File: src/rtl/image_proc_controller.sv
// image_proc_controller: image-scaling job sequencer (start/abort/algo_sel/dp_done in; algorithm, dp_reset, busy, done, error, fb_sel, cycles out)
module image_proc_controller #(
  parameter int unsigned RST_CYCLES   = 4,
  parameter int unsigned DRAIN_CYCLES = 2,
  parameter logic [23:0] TIMEOUT      = 24'd1000000,
  parameter logic [3:0]  ALGO_MASK    = 4'b0001
) (
  input  logic        clk,
  input  logic        rst_n,
  input  logic        start,
  input  logic        abort,
  input  logic [1:0]  algo_sel,
  input  logic        dp_done,
  output logic [1:0]  algorithm,
  output logic        dp_reset,
  output logic        busy,
  output logic        done,
  output logic [1:0]  error,
  output logic        fb_sel,
  output logic [23:0] cycles
);
  typedef enum logic [2:0] {IDLE, CLEAR, RUN, DRAIN, FINISH, ERR} state_t;
  state_t state;
  logic [15:0] cnt;
  logic [23:0] cyc_inc;
  logic active;
  assign cyc_inc = (cycles == '1) ? cycles : cycles + 24'd1;
  assign active = (state == CLEAR) || (state == RUN) || (state == DRAIN);
  always_ff @(posedge clk or negedge rst_n) begin
    if (!rst_n) begin
      state     <= IDLE;
      cnt       <= '0;
      algorithm <= '0;
      dp_reset  <= 1'b0;
      busy      <= 1'b0;
      done      <= 1'b0;
      error     <= '0;
      fb_sel    <= 1'b0;
      cycles    <= '0;
    end else begin
      done <= 1'b0;
      if (abort && active) begin
        state    <= IDLE;
        error    <= 2'd3;
        dp_reset <= 1'b0;
        busy     <= 1'b0;
      end else begin
        case (state)
          IDLE, ERR: if (start && !abort) begin
            algorithm <= algo_sel;
            if (ALGO_MASK[algo_sel]) begin
              state  <= CLEAR;
              error  <= '0;
              cycles <= '0;
              cnt    <= '0;
              busy   <= 1'b1;
            end else begin
              state <= ERR;
              error <= 2'd1;
            end
          end
          CLEAR: if (cnt == 16'(RST_CYCLES - 1)) begin
            state    <= RUN;
            dp_reset <= 1'b1;
          end else cnt <= cnt + 16'd1;
          RUN: begin
            cycles <= cyc_inc;
            // cycles is still zero only in the first RUN cycle, where done may be stale
            if (dp_done && cycles != '0) begin
              state <= DRAIN;
              cnt   <= '0;
            end else if (cyc_inc >= TIMEOUT) begin
              state    <= ERR;
              error    <= 2'd2;
              dp_reset <= 1'b0;
              busy     <= 1'b0;
            end
          end
          DRAIN: begin
            cycles <= cyc_inc;
            if (cnt == 16'(DRAIN_CYCLES - 1)) begin
              state    <= FINISH;
              done     <= 1'b1;
              fb_sel   <= ~fb_sel;
              dp_reset <= 1'b0;
              busy     <= 1'b0;
            end else cnt <= cnt + 16'd1;
          end
          default: state <= IDLE;
        endcase
      end
    end
  end
endmodule
File: config.mk
export PLATFORM = sky130hd
export DESIGN_NAME = image_proc_controller
export DESIGN_NICKNAME = d
export VERILOG_FILES = /design/src/rtl/image_proc_controller.sv
export SDC_FILE = /design/constraint.sdc
export NUM_CORES = 1
export LEC_CHECK = 0
export CORE_AREA = 2 2 78 80
export CTS_CLUSTER_DIAMETER = 200
export DETAILED_ROUTE_END_ITERATION = 10
export DIE_AREA = 0 0 80 82
export HOLD_SLACK_MARGIN = 0.06
export PLACE_DENSITY = 0.83
export SYNTH_ARGS = -nofsm -noshare
export SYNTH_HDL_FRONTEND = slang
export SYNTH_SLANG_ARGS = --single-unit
File: constraint.sdc
create_clock -name clk -period 4.3 [get_ports clk]
set_input_delay 1.29 -clock clk [delete_from_list [all_inputs] [get_ports clk]]
set_output_delay 1.29 -clock clk [all_outputs]
set_load 0.005 [all_outputs]
# Word-level counts from Yosys, hierarchy flattened
# Cells that the tools add are included.
# totals
reg_bits	51
latch_bits	0
ram_bits	0
romBits	0
input_bits	7
output_inout_bits	32
wordCells	96
n_memories	0
# op_classes
n_addsub	2
mul	0
div	0
magnitude_cmp	2
n_eq_ne	19
shifts	0
n_mux	39
bitwise	2
reduce_logical	23
# ops
operator	count
$mux 16	5
$mux 24	3
$pmux 16 s4	1
$pmux 24 s2	1
$add 24x1->24 const B	1
$eq 24x24->1 const B	1
$ge 24x20->1 const B	1
$reduce_bool 24->1	1
$mux 3	7
$add 16x1->16 const B	1
$eq 16x1->1 const B	1
$eq 16x2->1 const B	1
$mux 1	13
$pmux 3 s4	1
$reduce_and 4->1	3
$reduce_bool 4->1	3
$ne 3x1->1 const B	3
$ne 3x3->1 const B	3
$mux 2	4
$ne 2x2->1 const B	4
$reduce_and 7->1	1
$eq 3x2->1 const B	2
$pmux 1 s3	2
$reduce_and 3->1	2
other kinds (17)	22

# Depth between registers and ports, before layout
# logic_depth
depth_word	7
ltp_mapped	11

# Worst setup path before layout
# Ideal clock, no wire load.
# synth_timing
path_type	input to register
start	input port algo_sel[1]
end	register cnt[15]
setup_time_ps	132
t_arrival_ps	2915
t_required_ps	4168
slack_ps	1253
path_stages	8
cell_sequence	nor2_1 nand3b_1 a221o_1 o21bai_1 nor2_1 nand4_1 xor2_1 nor2_1
# synth_via
elab_chain_len	4
# synth_lines
item	line	rtl
from (decl)	12	input logic [1:0] algo_sel,
$bmux 1 s2	51	if (ALGO_MASK[algo_sel]) begin
$mux 1 (not written as such)	51	
$ne 2x2->1 (no source line)	-	
$reduce_and 7->1 (no source line)	-	
to (signal assigned)	65	end else cnt <= cnt + 16'd1;
to (signal assigned)	87	end else cnt <= cnt + 16'd1;
to (decl)	24	logic [15:0] cnt;
# No other way between the ends. The select of a mux whose other input is x is not followed.
# A chain may end at the register's enable or synchronous reset.

# Worst setup path in the final report
# layout_timing
start	input port algo_sel[1]
end	register cnt[9]
# The elaborated chain is that of the path after synthesis.

==> impl_metrics.tcl <==
set metrics [dict create \
    critPathLaunch "algo_sel[1]" \
    cp_slowest_cell "nor2_1" \
    num_vias 3098 \
    cts_buffer_depth 2 \
    post_drt_wl_per_cell_um 16.1 \
    drtIter0Drc 188 \
    worst_r2r_path_depth 8 \
    core.rowCount 28 \
    postRouteAntennaNets 0 \
    min-delay-start "fb_sel$_DFFE_PN0P_" \
    fin_area_um2 3860 \
    stdcell_count 494 \
    post_cts_resized 0 \
    min_period_over_period_pct 80.7 \
    globalplace.congestion 0.884 \
    synthTopCellsByCount "51 x dfrtp_1, 49 x nor2_1, 41 x o21ai_0" \
    p_per_area_nw_per_um2 400 \
    worstMarginPinSlew_ns 1.12 \
    synth_fp_nets 401 \
    cp_common_cell "nor2_1" \
    hold-path-endpoint "fb_sel$_DFFE_PN0P_" \
    worst_setup_path_start_kind "input port" \
    grt_pass1_vias 2894 \
    yosysSeqAreaShare_pct 38.0 \
    synthFlopType "dfrtp_1" \
    cp.arrival_ns 3.69 \
    dieArea_um2 6560 \
    cts_tree "done" \
    setup_tns_ns 0 \
    fp.dieW_um 80 \
    area_growth_pct 14.9 \
    slew_violations 0 \
    grt_first_pass_wirelength_um 13500 \
    root_buffer "clkbuf_8" \
    die_h_um 82 \
    drive_above_1_share_pct 10.0 \
    hold_class "reg2reg" \
    cp_cell_sequence "clkdlybuf4s50_1, nor2_1, buf_4, nand3b_1, a221o_1, o21bai_1, nor2_1, nand3_1, xor2_1, nor2_1" \
    n_antenna_cell 0 \
    drt_first_pass_iters 5 \
    avgSynthCellArea_um2 8.60 \
    finalCriticalPeriod_ns 3.47 \
    crit_fanout 9 \
    clk_pin_slew_ns 0.10 \
    clkLatencyLatePin_ns 0.32 \
    cts_hold_buf 0 \
    numCtsBuffers 5 \
    status "finished clean" \
    totalWireLength_um 7970 \
    dp.cells 486 \
    fin_skew_ns 0.00741 \
    fin_nets 429 \
    hpwl_um 5560 \
    synth_edf_count 0 \
    worstSetupPathType "in2reg" \
    yosysMostFrequentCell "dfrtp_1" \
    postSynthCellCount 390 \
    htreeDepth 2 \
    antenna_found_initial 0 \
    max-cap-violations 0 \
    r2r_start "cycles[21]$_DFFE_PN0P_" \
    dpl_worst_slack_ns 0.541 \
    finalHoldViolCount 0 \
    cts_setup_buffers 0 \
    synth-seq-cells 51 \
    cts.sinks 51 \
    max_freq_mhz 288 \
    setup_violations 0 \
    ir_drop_uv 218 \
    crit_required_ns 4.52 \
    async_reset_ff_share_pct 100 \
    relSlewSlack_pct 25.5 \
    core_area_um2 5750 \
    end_kind "flop" \
    rrSetupSlack_ns 1.32 \
    synthDistinctLibCells 67 \
    leakage_nw 1.61 \
    yosysTopAreaCellShare_pct 38.0 \
    initial_core_util_pct 58.4 \
    grt_max_degree 52 \
    setup_slack_ns 0.829 \
    place_area_um2 3760 \
    yosys.area.top_type "dfrtp_1" \
    track_usage_pct 25.9 \
    cpPeakStageDelay_ns 0.48 \
    power_mw 1.54 \
    drc_errors 0 \
    yosys_warnings 0 \
    routed_via_density 6.27 \
    timing.rr.end "error[0]$_DFFE_PN0P_" \
    numPortBuffers 38 \
    synthTopCellsByArea "dfrtp_1 38%, o21ai_0 6.1%, nor2_1 5.5%" \
    worstHoldPathCells 1 \
    grt-ovfl-total 0 \
    rsz0062_at_grt "no" \
    syn-cell-area_um2 3360 \
    ios 39 \
]
-- metal layers --
layer / routed length (um) / global-route usage, %
met5: 0 / 0
met4: 123 / 8.14
met3: 373 / 3.96
met2: 3960 / 44.7
met1: 3510 / 33.5
-- flip-flops by register name (all words and copies together) (netlist names) --
signal and count:
state 3, error 2, cnt 16, algorithm 2, cycles 24, fb_sel 1, dp_reset 1, done 1
busy 1
-- layout by cell type, fill, tap and decap left out, types with 6 or more instances in the layout --
master,count
dfrtp_1,51
nor2_1,49
o21ai_0,41
clkdlybuf4s50_1,37
nand2_1,32
nand3_1,22
xor2_1,17
a21oi_1,16
nand4_1,12
a31oi_1,10
and3_1,9
nor4_1,8
o31ai_1,8
xnor2_1,8
inv_1,7
nand2b_1,7
nor3_1,6
-- stage by stage --
stage | hold WS (ns) | util, %
3_3_place_gp | 0.458 | 65.4
5_1_grt | 0.512 | 67.1
4_1_cts | 0.475 | 67.1
6_report | 0.466 | 67.1
2_1_floorplan | 0.462 | -
3_5_place_dp | 0.462 | 65.4
-- critical path: cells and delay by family --
kind / cells / cell delay [ns]
buffers and inverters: 2 / 0.61
and+or+nand+nor: 5 / 0.95
xor gates and xnor gates: 1 / 0.18
AOI/OAI and AO/OA: 2 / 0.64
-- worst max-delay path by stage --
stage                                endpoint  slack, ns
after detailed placement   cnt[9]$_DFFE_PN0P_       0.54
final                      cnt[9]$_DFFE_PN0P_       0.83
after global placement    cnt[15]$_DFFE_PN0P_       0.66
after CTS                  cnt[9]$_DFFE_PN0P_       0.88
after global routing      cnt[11]$_DFFE_PN0P_       0.68
after floorplan           cnt[15]$_DFFE_PN0P_       1.25
-- cell type report --
class,count,area [um^2]
Clock buffer,5,68.8
Clock inverter,3,27.5
Fill cell,475,1890
Inverter,7,26.3
Multi-Input combinational cell,311,1960
Sequential cell,51,1280
Tap cell,75,93.8
Timing Repair Buffer,42,405
-- cell families after synthesis --
logic type	after synthesis	synth area share (%)
buffers and inverters	28	3.62
AO/OA/AOI/OAI	97	19.0
multiplexers	5	1.64
XOR/XNOR	26	7.01
AND/OR/NAND/NOR	179	29.2
adder cells (fa/ha/maj)	4	1.49
flip-flops	51	38.0
-- power by group --
group          internal, mW  leakage, nW  switching (mW)  total (mW)
logic                 0.273        0.876           0.314       0.587
registers             0.548        0.688           0.110       0.658
clock network         0.120       0.0463           0.179       0.298
No activity file was read; power rests on OpenSTA's default activity.
